==> config.mk <==
export PLATFORM = sky130hd
export DESIGN_NAME = hba_burst_master
export DESIGN_NICKNAME = d
export VERILOG_FILES = /design/src/rtl/hba_burst_master_pkg.sv /design/src/rtl/hba_xfer_timer.sv /design/src/rtl/hba_burst_master.sv
export SDC_FILE = /design/constraint.sdc
export NUM_CORES = 1
export LEC_CHECK = 0
export CAP_MARGIN = 20
export CORE_MARGIN = 3
export CORE_UTILIZATION = 45
export CTS_CLUSTER_SIZE = 28
export DETAILED_ROUTE_END_ITERATION = 7
export MAX_ROUTING_LAYER = met4
export PLACE_DENSITY = 0.73
export SYNTH_ARGS = -nofsm -noshare
export SYNTH_HDL_FRONTEND = slang
export SYNTH_HIERARCHICAL = 1
export SYNTH_SLANG_ARGS = --single-unit
==> constraint.sdc <==
create_clock -name hba_clk -period 5.83 [get_ports hba_clk]
set_input_delay 1.166 -clock hba_clk [delete_from_list [all_inputs] [get_ports hba_clk]]
set_output_delay 1.166 -clock hba_clk [all_outputs]
set_load 0.05 [all_outputs]
==> src/rtl/hba_burst_master_pkg.sv <==
`default_nettype none
// +--------------------------------------------------------------------------+
// | hba_burst_master_pkg : shared FSM encoding and default HBA widths         |
// | Revision: 1.0                                                            |
// +--------------------------------------------------------------------------+
package hba_burst_master_pkg;

   localparam int HBA_DBUS_WIDTH        = 8;
   localparam int HBA_PERIPH_ADDR_WIDTH = 4;
   localparam int HBA_REG_ADDR_WIDTH    = 8;
   localparam int HBA_MAX_LEN_WIDTH     = 4;
   localparam int HBA_TIMEOUT_CYCLES    = 64;

   typedef enum logic [1:0] {
      ST_IDLE = 2'd0,
      ST_REQ  = 2'd1,
      ST_XFER = 2'd2,
      ST_GAP  = 2'd3
   } hba_state_e;

endpackage
`default_nettype wire

==> src/rtl/hba_xfer_timer.sv <==
`default_nettype none
// +--------------------------------------------------------------------------+
// | hba_xfer_timer : saturating select-phase timer flagging a missing ack     |
// | Revision: 1.0                                                            |
// +--------------------------------------------------------------------------+
module hba_xfer_timer #(
   parameter int TIMEOUT_CYCLES = 64
) (
   input  logic clk,
   input  logic rst,
   input  logic clear_i,
   input  logic en_i,
   output logic expired_o
);

   localparam int c_CNT_W = $clog2(TIMEOUT_CYCLES + 1);
   localparam logic [c_CNT_W-1:0] c_MAX  = c_CNT_W'(TIMEOUT_CYCLES);
   localparam logic [c_CNT_W-1:0] c_LAST = c_CNT_W'(TIMEOUT_CYCLES - 1);

   logic [c_CNT_W-1:0] cnt_q;

   always_ff @(posedge clk or posedge rst) begin
      if (rst) begin
         cnt_q <= '0;
      end else if (clear_i) begin
         cnt_q <= '0;
      end else if (en_i && (cnt_q != c_MAX)) begin
         cnt_q <= cnt_q + 1'b1;
      end
   end

   // Count k marks the (k+1)-th select cycle, so expiry flags the last permitted one.
   assign expired_o = en_i && (cnt_q >= c_LAST);

endmodule
`default_nettype wire

==> src/rtl/hba_burst_master.sv <==
`default_nettype none
// +--------------------------------------------------------------------------+
// | hba_burst_master : HBA initiator running single writes / burst reads      |
// | Revision: 1.0                                                            |
// +--------------------------------------------------------------------------+
module hba_burst_master
   import hba_burst_master_pkg::*;
#(
   parameter int DBUS_WIDTH        = HBA_DBUS_WIDTH,
   parameter int PERIPH_ADDR_WIDTH = HBA_PERIPH_ADDR_WIDTH,
   parameter int REG_ADDR_WIDTH    = HBA_REG_ADDR_WIDTH,
   parameter int ADDR_WIDTH        = PERIPH_ADDR_WIDTH + REG_ADDR_WIDTH,
   parameter int MAX_LEN_WIDTH     = HBA_MAX_LEN_WIDTH,
   parameter int TIMEOUT_CYCLES    = HBA_TIMEOUT_CYCLES
) (
   input  logic                     hba_clk,
   input  logic                     hba_reset,
   input  logic                     hba_mgrant,
   input  logic                     hba_xferack,
   input  logic [DBUS_WIDTH-1:0]    hba_dbus,
   output logic                     hba_mreq,
   output logic                     hba_select_master,
   output logic                     hba_rnw_master,
   output logic [ADDR_WIDTH-1:0]    hba_abus_master,
   output logic [DBUS_WIDTH-1:0]    hba_dbus_master,
   input  logic                     cmd_valid,
   output logic                     cmd_ready,
   input  logic                     cmd_rnw,
   input  logic [ADDR_WIDTH-1:0]    cmd_addr,
   input  logic [DBUS_WIDTH-1:0]    cmd_wdata,
   input  logic [MAX_LEN_WIDTH-1:0] cmd_len,
   output logic                     rsp_valid,
   output logic [DBUS_WIDTH-1:0]    rsp_rdata,
   output logic                     rsp_err,
   output logic                     rsp_last
);

   localparam logic [MAX_LEN_WIDTH:0] c_FULL_BURST = {1'b1, {MAX_LEN_WIDTH{1'b0}}};
   localparam logic [MAX_LEN_WIDTH:0] c_ONE_BEAT   = {{MAX_LEN_WIDTH{1'b0}}, 1'b1};

   hba_state_e              state_q;
   logic                    cur_rnw_q;
   logic [ADDR_WIDTH-1:0]   cur_addr_q;
   logic [DBUS_WIDTH-1:0]   wdata_q;
   logic [MAX_LEN_WIDTH:0]  beats_q;
   logic                    mreq_q;
   logic                    select_q;
   logic                    rnw_bus_q;
   logic [ADDR_WIDTH-1:0]   abus_q;
   logic [DBUS_WIDTH-1:0]   dbus_out_q;
   logic                    rsp_valid_q;
   logic [DBUS_WIDTH-1:0]   rsp_rdata_q;
   logic                    rsp_err_q;
   logic                    rsp_last_q;

   logic [ADDR_WIDTH-1:0]   addr_inc_d;
   logic [MAX_LEN_WIDTH:0]  beats_init_d;
   logic [DBUS_WIDTH-1:0]   beat_wdata_d;
   logic                    timer_expired_d;

   // Only the register field advances; the peripheral field stays fixed.
   assign addr_inc_d   = {cur_addr_q[ADDR_WIDTH-1:REG_ADDR_WIDTH],
                          cur_addr_q[REG_ADDR_WIDTH-1:0] + 1'b1};
   assign beats_init_d = !cmd_rnw          ? c_ONE_BEAT   :
                         (cmd_len == '0)   ? c_FULL_BURST : {1'b0, cmd_len};
   assign beat_wdata_d = cur_rnw_q ? '0 : wdata_q;

   hba_xfer_timer #(
      .TIMEOUT_CYCLES (TIMEOUT_CYCLES)
   ) u_timer (
      .clk       (hba_clk),
      .rst       (hba_reset),
      .clear_i   (state_q != ST_XFER),
      .en_i      (state_q == ST_XFER),
      .expired_o (timer_expired_d)
   );

   always_ff @(posedge hba_clk or posedge hba_reset) begin
      if (hba_reset) begin
         state_q     <= ST_IDLE;
         cur_rnw_q   <= 1'b0;
         cur_addr_q  <= '0;
         wdata_q     <= '0;
         beats_q     <= '0;
         mreq_q      <= 1'b0;
         select_q    <= 1'b0;
         rnw_bus_q   <= 1'b0;
         abus_q      <= '0;
         dbus_out_q  <= '0;
         rsp_valid_q <= 1'b0;
         rsp_rdata_q <= '0;
         rsp_err_q   <= 1'b0;
         rsp_last_q  <= 1'b0;
      end else begin
         rsp_valid_q <= 1'b0;
         rsp_rdata_q <= '0;
         rsp_err_q   <= 1'b0;
         rsp_last_q  <= 1'b0;
         case (state_q)
            ST_IDLE: begin
               if (cmd_valid) begin
                  cur_rnw_q  <= cmd_rnw;
                  cur_addr_q <= cmd_addr;
                  wdata_q    <= cmd_wdata;
                  beats_q    <= beats_init_d;
                  mreq_q     <= 1'b1;
                  state_q    <= ST_REQ;
               end
            end
            ST_REQ: begin
               if (hba_mgrant) begin
                  select_q   <= 1'b1;
                  rnw_bus_q  <= cur_rnw_q;
                  abus_q     <= cur_addr_q;
                  dbus_out_q <= beat_wdata_d;
                  state_q    <= ST_XFER;
               end
            end
            ST_XFER: begin
               // An ack landing on the expiry cycle still completes the beat cleanly.
               if (hba_xferack) begin
                  select_q    <= 1'b0;
                  rnw_bus_q   <= 1'b0;
                  abus_q      <= '0;
                  dbus_out_q  <= '0;
                  rsp_valid_q <= 1'b1;
                  rsp_rdata_q <= cur_rnw_q ? hba_dbus : '0;
                  rsp_last_q  <= (beats_q == c_ONE_BEAT);
                  beats_q     <= beats_q - c_ONE_BEAT;
                  cur_addr_q  <= addr_inc_d;
                  state_q     <= ST_GAP;
               end else if (timer_expired_d) begin
                  select_q    <= 1'b0;
                  rnw_bus_q   <= 1'b0;
                  abus_q      <= '0;
                  dbus_out_q  <= '0;
                  mreq_q      <= 1'b0;
                  rsp_valid_q <= 1'b1;
                  rsp_err_q   <= 1'b1;
                  rsp_last_q  <= 1'b1;
                  beats_q     <= '0;
                  state_q     <= ST_IDLE;
               end
            end
            ST_GAP: begin
               if (beats_q != '0) begin
                  if (hba_mgrant) begin
                     select_q   <= 1'b1;
                     rnw_bus_q  <= cur_rnw_q;
                     abus_q     <= cur_addr_q;
                     dbus_out_q <= beat_wdata_d;
                     state_q    <= ST_XFER;
                  end else begin
                     state_q    <= ST_REQ;
                  end
               end else begin
                  mreq_q  <= 1'b0;
                  state_q <= ST_IDLE;
               end
            end
            default: begin
               state_q <= ST_IDLE;
            end
         endcase
      end
   end

   assign cmd_ready         = (state_q == ST_IDLE);
   assign hba_mreq          = mreq_q;
   assign hba_select_master = select_q;
   assign hba_rnw_master    = rnw_bus_q;
   assign hba_abus_master   = abus_q;
   assign hba_dbus_master   = dbus_out_q;
   assign rsp_valid         = rsp_valid_q;
   assign rsp_rdata         = rsp_rdata_q;
   assign rsp_err           = rsp_err_q;
   assign rsp_last          = rsp_last_q;

endmodule
`default_nettype wire

==> flow_summary_export.csv <==
group,metric,value,unit
outcome,status,"finished, final reports clean",
synth,synth_edf_count,0,
placed_design,pre_cts_slack,2.71,ns
grt,grt_util_all_layers,19.0,%
hold_path,min_path_type,"reg -> reg",
cells_and_area,antennaDiodeCount,0,
synth,syn_inst,281,
synth,synth_top_area_share,55.1,%
clock_tree,clk_latency,0.33,ns
routing,wl,6.79,mm
critical_path,r2r-end,"hba_abus_master[6]$_DFFE_PP0P_",
sta,maxSlewHeadroom,33.2,%
clock_tree,hold_buffers,0,
grt,grt_pass1_wl,11.2,mm
synth,async_flop_share,100,%
synth,synth_most_common_cell,"dfrtp_1",
clock_tree,cts_root_buffer,"clkbuf_8",
routing,drtAntennaViolNets,0,
critical_path,startpoint_type,"register",
sta,finalHoldViolations,0,
placed_design,post-place-cells,414,
floorplanning,io_pins,73,
floorplanning,dieHeight,89.5,µm
critical_path,path_class,"reg -> reg",
pwr,p_leak,1.83,nW
routing,dr_wl_met2,3.13,mm
clock_tree,cts-htree-levels,3,
cells_and_area,drive_gt1_share,8.78,%
clock_tree,post_cts_buffers,0,
synth,synthFlopType,"dfrtp_1",
synth,synth.area.top_cells,"dfrtp_1, a22o_1, mux2_1",
routing,dr.pass1.iters,4,
critical_path,r2r-start,"state_q[0]$_DFFE_PP0P_",
routing,route.met3.wl,415,µm
clock_tree,cts_made_buffers,9,
floorplanning,std_cell_rows,29,
sta,rsz0062_at_grt,"no",
routing,wirelength_met1,3.16,mm
critical_path,crit_fanout,34,
hold_path,min_from,"wdata_q[6]$_DFFE_PP0P_",
placed_design,routabilityCongestion,0.832,
synth,synthDistinctLibCells,51,
pwr,p_per_area,550,nW/µm²
synth,synth-seq-area-share,55.1,%
grt,grt_pass1_vias,2371,
clock_tree,clockBufferDepth,2,
sta,worst_pin_slew,1.00,ns
routing,wire_per_inst,15.8,µm
synth,syn_area_per_cell,11.2,µm²
synth,synth_top_cell_by_area,"dfrtp_1",
routing,drt_iter0_drc,114,
floorplanning,core-area,6530,µm²
synth,synth_area,3140,µm²
sta,setup_tns,0,ns
sta,fmax,0.320,GHz
critical_path,r2r_cells,7,
hold_path,hold_end,"wdata_q[6]$_DFFE_PP0P_",
grt,grt_max_degree,63,
routing,maxUsedRoutingLayer,"met4",
grt,grt_overflow,0,
critical_path,crit_path_start,"state_q[0]$_DFFE_PP0P_",
critical_path,cp.arrival,3.39,ns
run,maxCapViolCount,0,
placed_design,dp_hpwl,4.68,mm
sta,finalMaxSlewViolations,0,
sta,setup_violations,0,
cells_and_area,instances_no_fill,430,
cells_and_area,stdcell_area,4110,µm²
routing,via_per_inst,5.58,
clock_tree,cts_sinks,69,
synth,syn_nets,324,
pwr,peakVddDrop,0.330,mV
routing,vias,2400,
routing,route.detailed.drc,0,
clock_tree,cts_tree,"built",
cells_and_area,area_delta_synth_final,30.9,%
sta,setup_slack,2.71,ns
synth,synthTopCellsByCount,"dfrtp_1, nor2_1, a21oi_1, nand2_1",
critical_path,critical_path.endpoint_type,"register",
hold_path,hold_depth,1,
placed_design,postPlaceCellArea,3860,µm²
clock_tree,path_clk_slew,0.07,ns
synth,ys_seq_elements,69,
sta,final.min_clock_period,3.12,ns
critical_path,r2r_slack,2.71,ns
synth,yosys_warnings,6,
sta,skew,0.00749,ns
cells_and_area,fin_nets,391,
critical_path,cp.required,6.10,ns
floorplanning,die_area,8010,µm²
clock_tree,post_cts_resized,0,
grt,antenna_found_initial,0,
placed_design,numPortBuffers,72,
floorplanning,die_w,89.5,µm
sta,period_share,53.6,%
floorplanning,start_util,48.0,%
==> metrics by stage <==
step / total power, mW / hold slack [ns] / utilization [%]
6_report: 2.26 / 0.490 / 62.9
5_1_grt: 2.39 / 0.506 / 62.9
4_1_cts: 2.27 / 0.489 / 62.9
3_5_place_dp: 1.79 / 0.472 / 59.1
3_3_place_gp: 1.78 / 0.472 / 59.1
2_1_floorplan: 1.52 / 0.449 / -
==> report_power, final <==
group / leakage, nW / switching (mW) / internal [mW]
Clock: 0.119 / 0.178 / 0.295
Sequential: 0.868 / 0.164 / 0.655
Combinational: 0.841 / 0.589 / 0.376
==> logic make-up after synthesis <==
| logic type | count (synthesis) | synth area share, % |
|---|---|---|
| simple gates | 82 | 15.2 |
| compound gates | 77 | 16.7 |
| flops | 69 | 55.1 |
| buf+inv | 30 | 4.83 |
| mux | 16 | 5.67 |
| fa+ha+maj | 5 | 2.00 |
| xor+xnor | 2 | 0.559 |
==> cells in the final DEF, fill, tap and decap left out, types with 2 or more instances in the layout <==
cell	n
clkdlybuf4s50_1	72
dfrtp_1	69
nor2_1	19
nand2_1	15
a21oi_1	15
a22o_1	13
inv_1	12
mux2_1	10
clkbuf_8	10
a21o_1	9
o21ai_1	9
nor4b_1	8
and3_1	8
o21ai_0	7
nand3_1	6
o22ai_1	6
ha_1	5
nand2b_1	4
or3_1	4
mux2_2	4
and2_1	3
a31oi_1	3
bufinv_16	3
nand4_1	3
mux2i_1	2
a21boi_1	2
a2bb2oi_1	2
a32oi_1	2
nor3_1	2
clkinvlp_4	2
xor2_1	2
==> flip-flops by register name, indices dropped and copies added, names as in the netlist, 2 cells and up <==
name and count:
cur_addr_q 12, hba_abus_master 12, hba_dbus_master 8, rsp_rdata 8
wdata_q 8, u_timer/cnt_q 7, beats_q 5, state_q 2
==> critical path, cell delays in order, from the launching register on <==
cell and delay [ns]:
dfrtp_1 0.51, nand2b_1 0.60, inv_1 0.66, o21a_1 0.29, nor2_1 0.18, nor2_1 0.13, nor2_4 0.46, a22o_1 0.21
==> layout make-up <==
| cell class | count | area (µm²) |
|---|---|---|
| Clock buffer | 10 | 138 |
| Clock inverter | 6 | 110 |
| Fill cell | 535 | 2430 |
| Inverter | 13 | 48.8 |
| Multi-Input combinational cell | 182 | 1260 |
| Sequential cell | 69 | 1730 |
| Tap cell | 77 | 96.3 |
| Timing Repair Buffer | 73 | 728 |
==> metal layers <==
| metal | vias to the layer above | global-route usage (%) |
|---|---|---|
| li1 | 1144 | - |
| met1 | 1163 | 25.0 |
| met2 | 84 | 28.7 |
| met3 | 9 | 3.78 |
| met4 | 0 | 7.98 |
| met5 | - | - |
==> worst max-delay path by stage <==
stage                                                 end  slack, ns  depth (start not counted)
final                      hba_abus_master[6]$_DFFE_PP0P_       2.71                          7
after global placement             beats_q[1]$_DFFE_PP0P_       2.82                          7
after floorplan                    beats_q[0]$_DFFE_PP0P_       3.12                          1
after detailed placement   hba_abus_master[6]$_DFFE_PP0P_       2.71                          7
after global routing      hba_abus_master[11]$_DFFE_PP0P_       2.34                          7
after CTS                 hba_abus_master[11]$_DFFE_PP0P_       2.70                          7
No activity file was read; power rests on OpenSTA's default activity.
